==> src/rtl/scroll_pkg.sv <==
// Shared types and default constants for the parallax scroller.
package scroll_pkg;

    typedef enum logic [1:0] {
        ST_IDLE = 2'd0,
        ST_RUN  = 2'd1,
        ST_HALT = 2'd2
    } scroll_state_t;

    localparam int DEF_LAYERS      = 3;
    localparam int DEF_X_W         = 16;
    localparam int DEF_WRAP        = 600;
    localparam int DEF_INIT_SPEED  = 2;
    localparam int DEF_MAX_SPEED   = 8;
    localparam int DEF_ACCEL_TICKS = 500;
    localparam int DEF_SPEED_W     = 4;

    function automatic int sat_inc(input int value, input int limit);
        return (value >= limit) ? limit : value + 1;
    endfunction

endpackage

==> src/rtl/scroll_layer.sv <==
// One scroll layer: position register with modulo-WRAP step and a one-cycle wrap pulse.
module scroll_layer #(
    parameter int X_W     = 16,
    parameter int SPEED_W = 4,
    parameter int WRAP    = 600
) (
    input  logic               clk_100Hz,
    input  logic               rst,
    input  logic               clear,
    input  logic               hold,
    input  logic               step_en,
    input  logic [SPEED_W-1:0] speed,
    output logic [X_W-1:0]     pos,
    output logic               wrap_pulse
);

    localparam logic [X_W:0] WRAP_V = (X_W+1)'(WRAP);

    logic [X_W:0] sum;
    logic [X_W:0] diff;

    // One extra bit so WRAP == 2^X_W and the carry out of x + speed are both representable.
    assign sum  = {1'b0, pos} + (X_W+1)'(speed);
    assign diff = sum - WRAP_V;

    always_ff @(posedge clk_100Hz) begin
        if (rst || clear) begin
            pos        <= '0;
            wrap_pulse <= 1'b0;
        end else if (step_en && !hold) begin
            if (sum >= WRAP_V) begin
                pos        <= diff[X_W-1:0];
                wrap_pulse <= 1'b1;
            end else begin
                pos        <= sum[X_W-1:0];
                wrap_pulse <= 1'b0;
            end
        end else begin
            wrap_pulse <= 1'b0;
        end
    end

endmodule

==> src/rtl/parallax_scroll.sv <==
// Multi-layer scroll-position generator with run/halt/restart control.
// Build option SCROLL_ACCEL_EN enables the play-time speed ramp; otherwise speed stays at INIT_SPEED.
module parallax_scroll
    import scroll_pkg::*;
#(
    parameter int LAYERS      = DEF_LAYERS,
    parameter int X_W         = DEF_X_W,
    parameter int WRAP        = DEF_WRAP,
    parameter int INIT_SPEED  = DEF_INIT_SPEED,
    parameter int MAX_SPEED   = DEF_MAX_SPEED,
    parameter int ACCEL_TICKS = DEF_ACCEL_TICKS,
    parameter int SPEED_W     = DEF_SPEED_W
) (
    input  logic                  clk_100Hz,
    input  logic                  rst,
    input  logic                  start,
    input  logic                  crash,
    input  logic                  restart,
    output logic [LAYERS*X_W-1:0] layer_x,
    output logic [SPEED_W-1:0]    speed,
    output logic [LAYERS-1:0]     wrap_pulse,
    output logic                  running
);

    localparam logic [SPEED_W-1:0] SPEED_RST =
        SPEED_W'((INIT_SPEED > MAX_SPEED) ? MAX_SPEED : INIT_SPEED);

    scroll_state_t       state;
    logic [LAYERS-1:0]   cnt;
    logic [SPEED_W-1:0]  speed_q;
    logic                advance;
    logic                hold;

    // restart and crash both pre-empt a step in the cycle they are sampled.
    assign advance = (state == ST_RUN) && !restart;
    assign hold    = crash || (state == ST_HALT);

    always_ff @(posedge clk_100Hz) begin
        if (rst || restart) begin
            state   <= ST_IDLE;
            running <= 1'b0;
            cnt     <= '0;
        end else begin
            case (state)
                ST_IDLE: begin
                    cnt <= '0;
                    if (start) begin
                        state   <= ST_RUN;
                        running <= 1'b1;
                    end
                end
                ST_RUN: begin
                    if (crash) begin
                        state   <= ST_HALT;
                        running <= 1'b0;
                    end else begin
                        cnt <= cnt + 1'b1;
                    end
                end
                ST_HALT: begin
                    running <= 1'b0;
                end
                default: begin
                    state   <= ST_IDLE;
                    running <= 1'b0;
                    cnt     <= '0;
                end
            endcase
        end
    end

`ifdef SCROLL_ACCEL_EN
    localparam int ACC_W = (ACCEL_TICKS > 2) ? $clog2(ACCEL_TICKS) : 1;
    localparam logic [ACC_W-1:0] ACC_LAST = ACC_W'(ACCEL_TICKS - 1);

    logic [ACC_W-1:0] acc;

    always_ff @(posedge clk_100Hz) begin
        if (rst || restart || state == ST_IDLE) begin
            acc     <= '0;
            speed_q <= SPEED_RST;
        end else if (advance && !crash) begin
            if (acc == ACC_LAST) begin
                acc     <= '0;
                speed_q <= SPEED_W'(sat_inc(int'(speed_q), MAX_SPEED));
            end else begin
                acc <= acc + 1'b1;
            end
        end
    end
`else
    always_ff @(posedge clk_100Hz) begin
        if (rst || restart) begin
            speed_q <= SPEED_RST;
        end
    end
`endif

    assign speed = speed_q;

    // Layer i steps once every 2^i run cycles, on the cycles where the low i bits of cnt are zero.
    for (genvar i = 0; i < LAYERS; i++) begin : g_layer
        localparam logic [LAYERS-1:0] PHASE_MASK = LAYERS'((1 << i) - 1);

        logic step_en;

        assign step_en = advance && ((cnt & PHASE_MASK) == '0);

        scroll_layer #(
            .X_W     (X_W),
            .SPEED_W (SPEED_W),
            .WRAP    (WRAP)
        ) u_layer (
            .clk_100Hz  (clk_100Hz),
            .rst        (rst),
            .clear      (restart),
            .hold       (hold),
            .step_en    (step_en),
            .speed      (speed_q),
            .pos        (layer_x[i*X_W +: X_W]),
            .wrap_pulse (wrap_pulse[i])
        );
    end

endmodule
==> config.mk <==
export PLATFORM = sky130hd
export DESIGN_NAME = parallax_scroll
export DESIGN_NICKNAME = d
export VERILOG_FILES = /design/src/rtl/scroll_pkg.sv /design/src/rtl/scroll_layer.sv /design/src/rtl/parallax_scroll.sv
export SDC_FILE = /design/constraint.sdc
export NUM_CORES = 1
export LEC_CHECK = 0
export BUFFER_PORTS_ARGS = -buffer_cell sky130_fd_sc_hd__buf_2
export CAP_MARGIN = 20
export CORE_ASPECT_RATIO = 2
export CORE_MARGIN = 2
export CORE_UTILIZATION = 45
export CTS_BUF_LIST = sky130_fd_sc_hd__clkbuf_16
export DETAILED_ROUTE_END_ITERATION = 6
export GPL_TIMING_DRIVEN = 0
export SLEW_MARGIN = 10
export SYNTH_ARGS = -nofsm -noshare
export SYNTH_HDL_FRONTEND = slang
export SYNTH_SLANG_ARGS = --single-unit
==> constraint.sdc <==
create_clock -name clk_100Hz -period 3.5 [get_ports clk_100Hz]
set_input_delay 1.05 -clock clk_100Hz [delete_from_list [all_inputs] [get_ports clk_100Hz]]
set_output_delay 1.05 -clock clk_100Hz [all_outputs]
set_load 0.02 [all_outputs]
# [Word-level counts from Yosys, hierarchy flattened]
# Cells that the tools add are included.
[op_classes] add_sub_neg=7 magnitude_cmp=3 n_eq_ne=5 n_mux=14 n_bitwise=4 reduce_logical=19
[ops] cell="16-bit by 2-bit adder with 17-bit output (second input constant)" count=3
[ops] cell="17-bit by 10-bit greater-or-equal comparator with 1-bit output (second input constant)" count=3
[ops] cell="16-bit 2-to-1 mux" count=3
[ops] cell="16-bit by 10-bit subtractor with 16-bit output (second input constant)" count=3
[ops] cell="1-bit logical AND" count=6
[ops] cell="3-bit logical NOT" count=2
[ops] cell="2-bit inequality test (second input constant)" count=3
[ops] cell="2-bit one-hot mux with 3 select lines" count=1
[ops] cell="3-bit one-hot mux with 2 select lines" count=1
[ops] cell="2-bit OR reduction" count=3
[ops] cell="1-bit 2-to-1 mux" count=5
[ops] cell="2-bit 2-to-1 mux" count=2
[ops] cell="1-bit NOT" count=4
[ops] cell="2-bit AND reduction" count=2
[ops] cell="3-bit by 1-bit adder with 3-bit output (second input constant)" count=1
[ops] cell="3-bit 2-to-1 mux" count=1
[ops] cell="3-bit AND reduction" count=1
[ops] cell="2-bit by 1-bit equality test with 1-bit output (second input constant)" count=1
[ops] cell="2-bit equality test (second input constant)" count=1
[ops] cell="1-bit logical NOT" count=2
[ops] cell="2-bit logical NOT" count=1
[ops] cell="1-bit logical OR" count=2
[ops] cell="1-bit one-hot mux with 2 select lines" count=1
[totals] ff_bits=57 in_bits=5 out_inout_bits=56 wordCells=61

# [Depth between registers and ports, before layout]
# Gate-level depths: netlist (run 1).
[logic_depth] ltp_word=6 mapped_depth=14

# [Hierarchy]
# Synthesis (run 1) repeated with hierarchy kept, for this count alone.
[hier_totals] hier_cells=710 area_unflattened_um2=5774.3
[modules_own_cells] mod="scroll_layer" instances=3 cells_per_inst=224 area_per_inst_um2=1811.7 seq_area_each_um2=340.3
[modules_own_cells] mod="parallax_scroll" instances=1 cells_per_inst=38 area_per_inst_um2=339.1 seq_area_each_um2=100.1

# [Least setup slack after synthesis (run 1)]
# No wires, ideal clock.
[synth_path] path_kind="reg2reg" from="register g_layer[0].u_layer.pos[1]" to="register g_layer[0].u_layer.pos[7]" setup_ns=0.062 t_arrival_ns=3.069 required_time_ns=3.438 path_slack_ns=0.369 path_stages_with_launch=13 cell_sequence="dfxtp_1 > ha_1 > buf_1 > xor2_1 > ha_1 > nor4b_1 > mux2_2 > a221oi_1 > o21ai_1 > nand2_1 > buf_2 > a2111oi_0 > nand3b_1"
[synth_via] elab_chain_cells=3
[synth_lines] item="from (decl)" line="scroll_layer.sv:13" source="output logic [X_W-1:0] pos,"
[synth_lines] item="from (signal assigned)" line="scroll_layer.sv:32" source="pos <= diff[X_W-1:0];"
[synth_lines] item="from (signal assigned)" line="scroll_layer.sv:35" source="pos <= sum[X_W-1:0];"
[synth_lines] item="16-bit by 2-bit adder with 17-bit output (*)" line="scroll_layer.sv:23" source="assign sum = {1'b0, pos} + (X_W+1)'(speed);"
[synth_lines] item="16-bit by 10-bit subtractor with 16-bit output or 17-bit by 10-bit greater-or-equal comparator with 1-bit output (tied branches)" line="scroll_layer.sv:24, scroll_layer.sv:31"
[synth_lines] item="16-bit 2-to-1 mux (*)" line="scroll_layer.sv:31" source="if (sum >= WRAP_V) begin"
# Mark *: on every way between the ends. The rest lies on a longest branch, timed or not.
# A chain may end at the register's enable or synchronous reset.

# [Worst setup path in the final report (run 1)]
[layout_path] from="register g_layer[2].u_layer.pos[2]" to="register g_layer[2].u_layer.pos[8]"
[layout_via] elab_chain_cells=3
[layout_lines] item="from (decl)" line="scroll_layer.sv:13"
[layout_lines] item="from (signal assigned)" line="scroll_layer.sv:32"
[layout_lines] item="from (signal assigned)" line="scroll_layer.sv:35"
[layout_lines] item="16-bit by 2-bit adder with 17-bit output (*)" line="scroll_layer.sv:23"
[layout_lines] item="16-bit by 10-bit subtractor with 16-bit output or 17-bit by 10-bit greater-or-equal comparator with 1-bit output (tied branches)" line="scroll_layer.sv:24, scroll_layer.sv:31"
[layout_lines] item="16-bit 2-to-1 mux (*)" line="scroll_layer.sv:31"
# Marks and branches as above.

==> impl_metrics.tcl, run 1 <==
set metrics [dict create \
    postCtsHoldBufs 0 \
    finalCriticalPeriod_ns 3.303 \
    clk_latency_ns 0.30 \
    fmax_mhz 302.7 \
    grt_max_degree 16 \
    track_usage 0.2775 \
    cts_tree "yes" \
    yosys.area.top_type "dfxtp_1" \
    synthesis.area_um2 4606 \
    rr_startpoint "g_layer[2].u_layer.pos[2]" \
    std_cell_rows 52 \
    wl_per_cell_um 18.15 \
    cts.sinks 53 \
    avgSynthCellArea_um2 7.242 \
    numPortBuffers 52 \
    yosys-top-cells-area "dfxtp_1, a21oi_1, xnor2_1, nor2_1, o21ai_0" \
    cts_buffers 5 \
    crit_arrival_ns 3.53 \
    setup_viol 0 \
    vdd.ir_drop.worst_mv 0.1790 \
    powerDensity_nw_per_um2 226.6 \
    synth_seq_cells 53 \
    die_y_um 147.1 \
    worst_ep_required_time_ns 3.73 \
    drt_iter0_drc 369 \
    async_reset_ff_frac 0 \
    final_cell_count_no_fill 838 \
    timing.rr.end "g_layer[2].u_layer.pos[8]" \
    maxCapViolCount 0 \
    final_util 0.5240 \
    vias 5130 \
    synth_edf_count 0 \
    antenna_cells 0 \
    path_class "reg -> reg" \
    cp_max_fo 10 \
    core_area_um2 10020 \
    dpl.cell_count 828 \
    root_buffer "clkbuf_16" \
    hold_path_depth 1 \
    final_hold_viol_count 0 \
    outcome "finished, final reports clean" \
    grt_pass1_vias 4917 \
    hold_path_startpoint "state[1]" \
    fin_crit_sh 0.9438 \
    worstHoldPathType "reg -> reg" \
    clk_pin_slew_worst_paths_ns 0.07 \
    vias_per_cell 6.122 \
    die-area_um2 11110 \
    cts_buffer_depth 2 \
    endpoint_kind "register" \
    dr.pass1.iters 5 \
    worst_pin_slew_ns 0.7987 \
    grt_pass1_wl_um 24040 \
    drive_gt1_frac 0.1636 \
    yosysUniqueCellTypes 70 \
    drc 0 \
    setup_tns_ns 0 \
    yosysTopAreaCellShare 0.2304 \
    layout.nets 714 \
    start_util 0.4597 \
    drt-total-wl_um 15210 \
    cts_max_level 2 \
    relSlewSlack 0.4656 \
    maxSlewViolCount 0 \
    holdPathEnd "running" \
    place.detailed.hpwl_um 11450 \
    p_leak_uw 0.001999 \
    synth_sequential_area_ratio 0.2304 \
    reg2reg_depth 14 \
    postRouteAntennaNets 0 \
    r2r_slack_ns 0.20 \
    start_kind "register" \
    globalplace.congestion 0.9368 \
    area_growth_pct 13.99 \
    io-pin-count 61 \
    fin_skew_ns 0.007360 \
    overflow 0 \
    antenna_found_initial 0 \
    synth_ff_type "dfxtp_1" \
    ys_warn_count 0 \
    synthCells 636 \
    die_w_um 75.54 \
]
cell usage after synthesis, types with 10 or more instances:
master     n
a21oi_1   53
and2_1    11
and3_1    12
buf_2     13
buf_4     10
clkbuf_1  26
dfxtp_1   53
inv_1     17
nand2_1   53
nand3_1   26
nand4_1   12
nor2_1    56
nor3_1    30
o21ai_0   40
or3_1     19
xnor2_1   30
xor2_1    12
worst max-delay path, stage by stage, from the launching register on:
cell,delay [ns]
dfxtp_1,0.52
ha_1,0.27
clkbuf_2,0.24
xor2_1,0.17
ha_1,0.21
nand2b_1,0.11
a21oi_1,0.06
a211o_1,0.33
o211ai_1,0.21
buf_4,0.17
buf_4,0.15
o221ai_1,0.14
xnor2_1,0.20
or3_1,0.31
a21oi_1,0.14
report_power, final:
group | internal (uW) | switching (uW)
Sequential | 605 | 3.29
Combinational | 25.5 | 58.8
Clock | 261 | 236
layer usage:
metal / wire length [um] / GRT usage / part of all wire
met1: 5298 / 0.2720 / 0.35
met2: 8357 / 0.5209 / 0.55
met3: 736 / 0.02949 / 0.048
met4: 819 / 0.1632 / 0.054
met5: 0 / 0 / 0
cell type report:
class	count	area [um^2]
clock inverters	3	13.76
fillers	1071	4770
well taps	135	168.9
plain buffers	57	309.0
inverters	17	63.81
clock buffers	5	125.1
flip-flops and latches	53	1061
repair buffers	56	290.3
multi-input cells	512	3218
layout by cell type (no fill, tap or decap), types with 14 or more instances in the layout:
cell type,instances
a21oi_1,53
buf_2,66
buf_4,14
clkbuf_1,23
dfxtp_1,53
inv_1,18
nand2_1,53
nand3_1,26
nor2_1,56
nor3_1,30
o21ai_0,40
or3_1,19
xnor2_1,30
worst max path at each step:
stage / start / endpoint / slack (ns)
CTS: g_layer[1].u_layer.pos[1] / g_layer[1].u_layer.pos[7] / 0.04
global placement: g_layer[2].u_layer.pos[2] / g_layer[2].u_layer.pos[14] / -0.24
detailed placement: g_layer[2].u_layer.pos[2] / g_layer[2].u_layer.pos[14] / -0.27
finish: g_layer[2].u_layer.pos[2] / g_layer[2].u_layer.pos[8] / 0.20
floorplan: g_layer[0].u_layer.pos[1] / g_layer[0].u_layer.pos[7] / 0.37
global route: g_layer[0].u_layer.pos[1] / g_layer[0].u_layer.pos[10] / -0.05
logic make-up (layout without fill, tap and decap cells):
family / count (synthesis) / after routing / synth area share
compound gates: 180 / 180 / 0.2638
xor+xnor: 42 / 42 / 0.07987
fa+ha+maj: 7 / 7 / 0.01902
buf+inv: 76 / 138 / 0.08204
flops: 53 / 53 / 0.2304
mux: 10 / 10 / 0.02228
other cells: 2 / 7 / 0.001631
simple gates: 266 / 266 / 0.3010
stage by stage:
stage | hold WS [ns] | cell area, um^2 | setup WS, ns | total power (uW)
3_5_place_dp | 0.4618 | 5054 | -0.2653 | 705.7
6_report | 0.4893 | 5250 | 0.1967 | 1190
5_1_grt | 0.5153 | 5250 | -0.04610 | 1233
3_3_place_gp | 0.4559 | 5054 | -0.2446 | 704.7
4_1_cts | 0.4900 | 5216 | 0.03960 | 1208
2_1_floorplan | 0.4393 | 4624 | 0.3686 | 679.4
sequential cells by signal, summed over array words and instances, names as in the netlist:
signal,cells
g_layer.u_layer.pos,45
cnt,2
state,2
running,1
g_layer.u_layer.wrap_pulse,3
timing repair:
action | 4_1_cts | 5_1_grt
endpoints found under the setup margin | 11 | 19
pin swaps | 1 | 1
buffers inserted | 3 | 1
gates resized for setup | 2 | 9
hold endpoints to repair | 0 | 0
(Power assumes the default switching activity.)
==> run 2, diff against run 1 <==
--- a/config.mk
+++ b/config.mk
@@ -12,7 +12,7 @@
 export CORE_UTILIZATION = 45
 export CTS_BUF_LIST = sky130_fd_sc_hd__clkbuf_16
 export DETAILED_ROUTE_END_ITERATION = 6
-export GPL_TIMING_DRIVEN = 0
+export PLACE_DENSITY = 0.62
 export SLEW_MARGIN = 10
 export SYNTH_ARGS = -nofsm -noshare
 export SYNTH_HDL_FRONTEND = slang
==> impl_metrics.tcl, run 2 (synthesis results as in run 1) <==
set metrics [dict create \
    relSlewSlack 0.5025 \
    drt-total-wl_um 14470 \
    final_hold_viol_count 0 \
    start_util 0.4597 \
    rsz0062_at_grt "no" \
    crit_arrival_ns 3.40 \
    maxSlewViolCount 0 \
    die_w_um 75.54 \
    final_cell_count_no_fill 803 \
    vias_per_cell 6.189 \
    postRouteAntennaNets 0 \
    worst_pin_slew_ns 0.7463 \
    powerDensity_nw_per_um2 245.0 \
    postCtsHoldBufs 0 \
    dpl.cell_count 795 \
    cts_buffers 5 \
    die-area_um2 11110 \
    ctsResizeCount 0 \
    wl_per_cell_um 18.02 \
    std_cell_rows 52 \
    p_clk_frac 0.453 \
    fin_crit_sh 0.9077 \
    maxCapViolCount 0 \
    outcome "finished, final reports clean" \
    drc 0 \
    largest-register "g_layer.u_layer.pos" \
    final_common_cell "nor2_1" \
    worst_ep_required_time_ns 3.73 \
    worstHoldPathType "reg -> reg" \
    switchingPower_uw 288.2 \
    cts_buffer_depth 2 \
    path_class "reg -> reg" \
    p_leak_uw 0.001884 \
    setup_tns_ns 0 \
    seq_power_share 0.488 \
    place_ws_ns 0.2819 \
    layout.nets 679 \
    reg_top3 "g_layer.u_layer.pos: 45 flops, g_layer.u_layer.wrap_pulse: 3 flops" \
    vdd.ir_drop.worst_mv 0.2319 \
    start_kind "register" \
    p_int_uw 960.4 \
    setup_viol 0 \
    mostFrequentLayoutCells "nor2_1, a21oi_1, dfxtp_1, buf_2, nand2_1" \
    pwr-share-comb 0.059 \
    r2r_slack_ns 0.32 \
    core_area_um2 10020 \
    fin_skew_ns 0.006827 \
    antenna_cells 0 \
    place.detailed.hpwl_um 11070 \
    grt_pass1_wl_um 23220 \
    cts_max_level 2 \
    overflow 0 \
    critical_path.cell_chain "and2_1, nand2_1, xnor2_1, ha_1, nor4b_1, mux2_2, a221oi_1, o21ai_1, buf_4, a21oi_2, xnor2_1, or3_1, a21oi_1" \
    cp_max_fo 8 \
    largest_reg_flops 45 \
    track_usage 0.2656 \
    finalCriticalPeriod_ns 3.177 \
    globalplace.congestion 0.9440 \
    setup_ws_ns 0.3232 \
    crit_slowest_cell "dfxtp_1" \
    dr.pass1.iters 5 \
    vias 4970 \
    die_y_um 147.1 \
    numPortBuffers 53 \
    drive_gt1_frac 0.1512 \
    area_growth_pct 10.68 \
    drt_iter0_drc 350 \
    grt_max_degree 35 \
    clk_latency_ns 0.29 \
    path_common_cell "xnor2_1" \
    switching_share 0.2308 \
    cts_setup_buffers 0 \
    grt_pass1_vias 4833 \
    endpoint_kind "register" \
    cts.sinks 53 \
    final_util 0.5087 \
    root_buffer "clkbuf_16" \
    fmax_mhz 314.8 \
    antenna_found_initial 0 \
    cpPeakStageDelay_ns 0.42 \
    cts_tree "yes" \
    io-pin-count 61 \
    clk_pin_slew_worst_paths_ns 0.07 \
]
==> run 2: changes by cell type in the layout (fill, tap and decap cells not counted), moves of 3 or more <==
cell      before  now
clkbuf_1      23    0
buf_4         14   25
buf_6          5    0
buf_2         66   53
buf_1          3    0
==> run 2: layout make-up <==
cell class	instances	area, um^2
Inverter	17	63.81
Timing Repair Buffer	78	452.9
Sequential cell	53	1061
Clock buffer	5	125.1
Clock inverter	3	37.54
Multi-Input combinational cell	512	3188
Fill cell	1084	4922
Tap cell	135	168.9
==> run 2: final timing paths <==
path                                                start                          to  cells past startpoint
worst max register to register  g_layer[0].u_layer.pos[1]  g_layer[0].u_layer.pos[10]                     13
worst min-delay path                             state[1]                    state[0]                      1
worst min register to register                   state[1]                    state[0]                      1
worst max-delay path            g_layer[0].u_layer.pos[1]  g_layer[0].u_layer.pos[10]                     13
==> run 2: metrics by stage <==
| step | instance area [um^2] | hold WS (ns) | total power, uW |
|---|---|---|---|
| 2_1_floorplan | 4624 | 0.4393 | 679.4 |
| 3_3_place_gp | 4932 | 0.4557 | 695.1 |
| 3_5_place_dp | 4932 | 0.4724 | 696.5 |
| 4_1_cts | 5095 | 0.4883 | 1265 |
| 5_1_grt | 5097 | 0.5078 | 1289 |
| 6_report | 5097 | 0.4861 | 1249 |
==> run 2: critical path: cells and delay by family, from the launching register on <==
kind | cells | cell delay (ns)
AO/OA/AOI/OAI | 4 | 0.75
XOR/XNOR | 2 | 0.30
adder cells (fa/ha/maj) | 1 | 0.30
buffers and inverters | 1 | 0.20
flip-flops | 1 | 0.42
multiplexers | 1 | 0.26
AND/OR/NAND/NOR | 4 | 0.86
==> run 2: power groups by stage <==
stage               combinational, uW  clock, uW  sequential [uW]
floorplan                        54.9          0              625
global placement                 72.2          0              623
detailed placement               73.3          0              623
CTS                              73.6        582              609
global route                     81.4        598              610
finish                           74.1        565              609
==> run 2: routing by layer <==
metal | wire length, um | vias up | track usage
met5 | 0 | - | 0
met4 | 899 | 0 | 0.1570
met3 | 489 | 61 | 0.03155
met2 | 7914 | 179 | 0.4922
met1 | 5169 | 2352 | 0.2643
li1 | - | 2378 | -
==> run 3, diff against run 2 <==
--- a/config.mk
+++ b/config.mk
@@ -7,12 +7,14 @@
 export LEC_CHECK = 0
 export BUFFER_PORTS_ARGS = -buffer_cell sky130_fd_sc_hd__buf_2
 export CAP_MARGIN = 20
+export CELL_PAD_IN_SITES_DETAIL_PLACEMENT = 0
+export CELL_PAD_IN_SITES_GLOBAL_PLACEMENT = 1
 export CORE_ASPECT_RATIO = 2
 export CORE_MARGIN = 2
-export CORE_UTILIZATION = 45
+export CORE_UTILIZATION = 43
 export CTS_BUF_LIST = sky130_fd_sc_hd__clkbuf_16
 export DETAILED_ROUTE_END_ITERATION = 6
-export PLACE_DENSITY = 0.62
+export PLACE_DENSITY = 0.88
 export SLEW_MARGIN = 10
 export SYNTH_ARGS = -nofsm -noshare
 export SYNTH_HDL_FRONTEND = slang
==> impl_metrics.tcl, run 3 (synthesis results as in run 1) <==
set metrics [dict create \
    outcome "finished, final reports clean" \
    maxSlewViolCount 0 \
    final_hold_viol_count 0 \
    worst_ep_required_time_ns 3.73 \
    antenna_cells 0 \
    relSlewSlack 0.4934 \
    rsz0062_at_grt "no" \
    cts_tree "yes" \
    cp_max_fo 12 \
    std_cell_rows 53 \
    placed_area_um2 4935 \
    cts_setup_buffers 0 \
    postRouteAntennaNets 0 \
    clk_latency_ns 0.30 \
    fin_crit_sh 0.9067 \
    setup_tns_ns 0 \
    vias 5008 \
    overflow 0 \
    crit_arrival_ns 3.40 \
    largest_reg_flops 45 \
    n_fill_cell 1113 \
    fmax_mhz 315.1 \
    largest-register "g_layer.u_layer.pos" \
    cts_buffers 5 \
    drive_gt1_frac 0.1587 \
    die_y_um 150.4 \
    mostFrequentLayoutCells "nor2_1, a21oi_1, dfxtp_1, buf_2, nand2_1" \
    reg_top3 "g_layer.u_layer.pos: 45 flops, g_layer.u_layer.wrap_pulse: 3 flops" \
    layout.nets 679 \
    setup_ws_ns 0.3267 \
    grt_pass1_vias 4785 \
    final_area_um2 5137 \
    grt_max_degree 37 \
    die_w_um 77.18 \
    crit_slowest_cell "dfxtp_1" \
    cts_max_level 2 \
    worstPathBufferInverterCount 1 \
    place.detailed.hpwl_um 10920 \
    track_usage 0.2413 \
    place_ws_ns 0.1784 \
    cts.sinks 53 \
    clk_pin_slew_worst_paths_ns 0.08 \
    cpPeakStageDelay_ns 0.51 \
    worst_pin_slew_ns 0.7599 \
    die-area_um2 11600 \
    numPortBuffers 53 \
    wl_per_cell_um 17.72 \
    drt_iter0_drc 374 \
    final_util 0.4903 \
    vdd.ir_drop.worst_mv 0.2284 \
    start_util 0.4396 \
    maxCapViolCount 0 \
    endpoint_kind "register" \
    cts_buffer_depth 2 \
    multi_input_area_um2 3198 \
    globalplace.congestion 0.9740 \
    final_cell_count_no_fill 805 \
    r2r_slack_ns 0.33 \
    powerDensity_nw_per_um2 259.5 \
    critical_path.cell_chain "ha_2, xor2_1, ha_1, nand2b_1, a21oi_1, a211o_1, o211ai_1, buf_4, o21ai_0, xor2_1, or3_1, a21oi_1" \
    worstHoldPathType "reg -> reg" \
    dpl.cell_count 797 \
    finalCriticalPeriod_ns 3.173 \
    core_area_um2 10480 \
    final_common_cell "nor2_1" \
    setup_viol 0 \
    dr.pass1.iters 5 \
    root_buffer "clkbuf_16" \
    io-pin-count 61 \
    vias_per_cell 6.221 \
    p_leak_uw 0.001890 \
    antenna_found_initial 0 \
    start_kind "register" \
    seq_area_um2 1061 \
    area_growth_pct 11.55 \
    grt_pass1_wl_um 22700 \
    path_class "reg -> reg" \
    fin_skew_ns 0.01122 \
    drc 0 \
    crit_family "compound AO/OA/AOI/OAI gates" \
    drt-total-wl_um 14270 \
]
## run 3: cell types whose count changed in the layout (fill, tap and decap cells not counted), sizes merged
| cell | delta |
|---|---|
| bufinv | +1 |
| inv | -1 |
## run 3: metrics by stage
step	hold WS, ns	power [uW]
4_1_cts	0.4913	1348
3_5_place_dp	0.4725	696.6
3_3_place_gp	0.4568	695.0
2_1_floorplan	0.4393	679.4
6_report	0.4839	1333
5_1_grt	0.5067	1372
## run 3: cell type report
type	count	share of cell area
multi-input combinational	512	0.6225
sequential	53	0.2065
timing repair buffer	78	0.08816
tap	137	0.03337
clock buffer	5	0.02435
clock inverter	3	0.01266
inverter	17	0.01242
## run 3: timing repair
item / CTS / global route
hold buffers: 0 / 0
gates resized for setup: 0 / 5
hold endpoints to repair: 0 / 0
endpoints found under the setup margin: 0 / 7
## run 3: report_power, final
part           total, uW  leakage (uW)  internal, uW  switching (uW)
combinational       73.6       0.00137          22.2            51.4
clock                650     0.0000938           409             241
sequential           609      0.000427           605            3.90
## run 3: worst paths after layout
kind / from / end / cells after the start
worst min-delay path: state[1] / state[0] / 1
worst max register to register: g_layer[2].u_layer.pos[1] / g_layer[2].u_layer.pos[6] / 12
worst min register to register: state[1] / state[0] / 1
worst max-delay path: g_layer[2].u_layer.pos[1] / g_layer[2].u_layer.pos[6] / 12
## run 3: per-layer routing
metal  wire length (um)  vias to the layer above  global-route usage
li1                   -                     2392                   -
met1               4961                     2356              0.2294
met2               7784                      198              0.4639
met3                652                       62             0.03118
met4                867                        0              0.1732
met5                  0                        -                   0
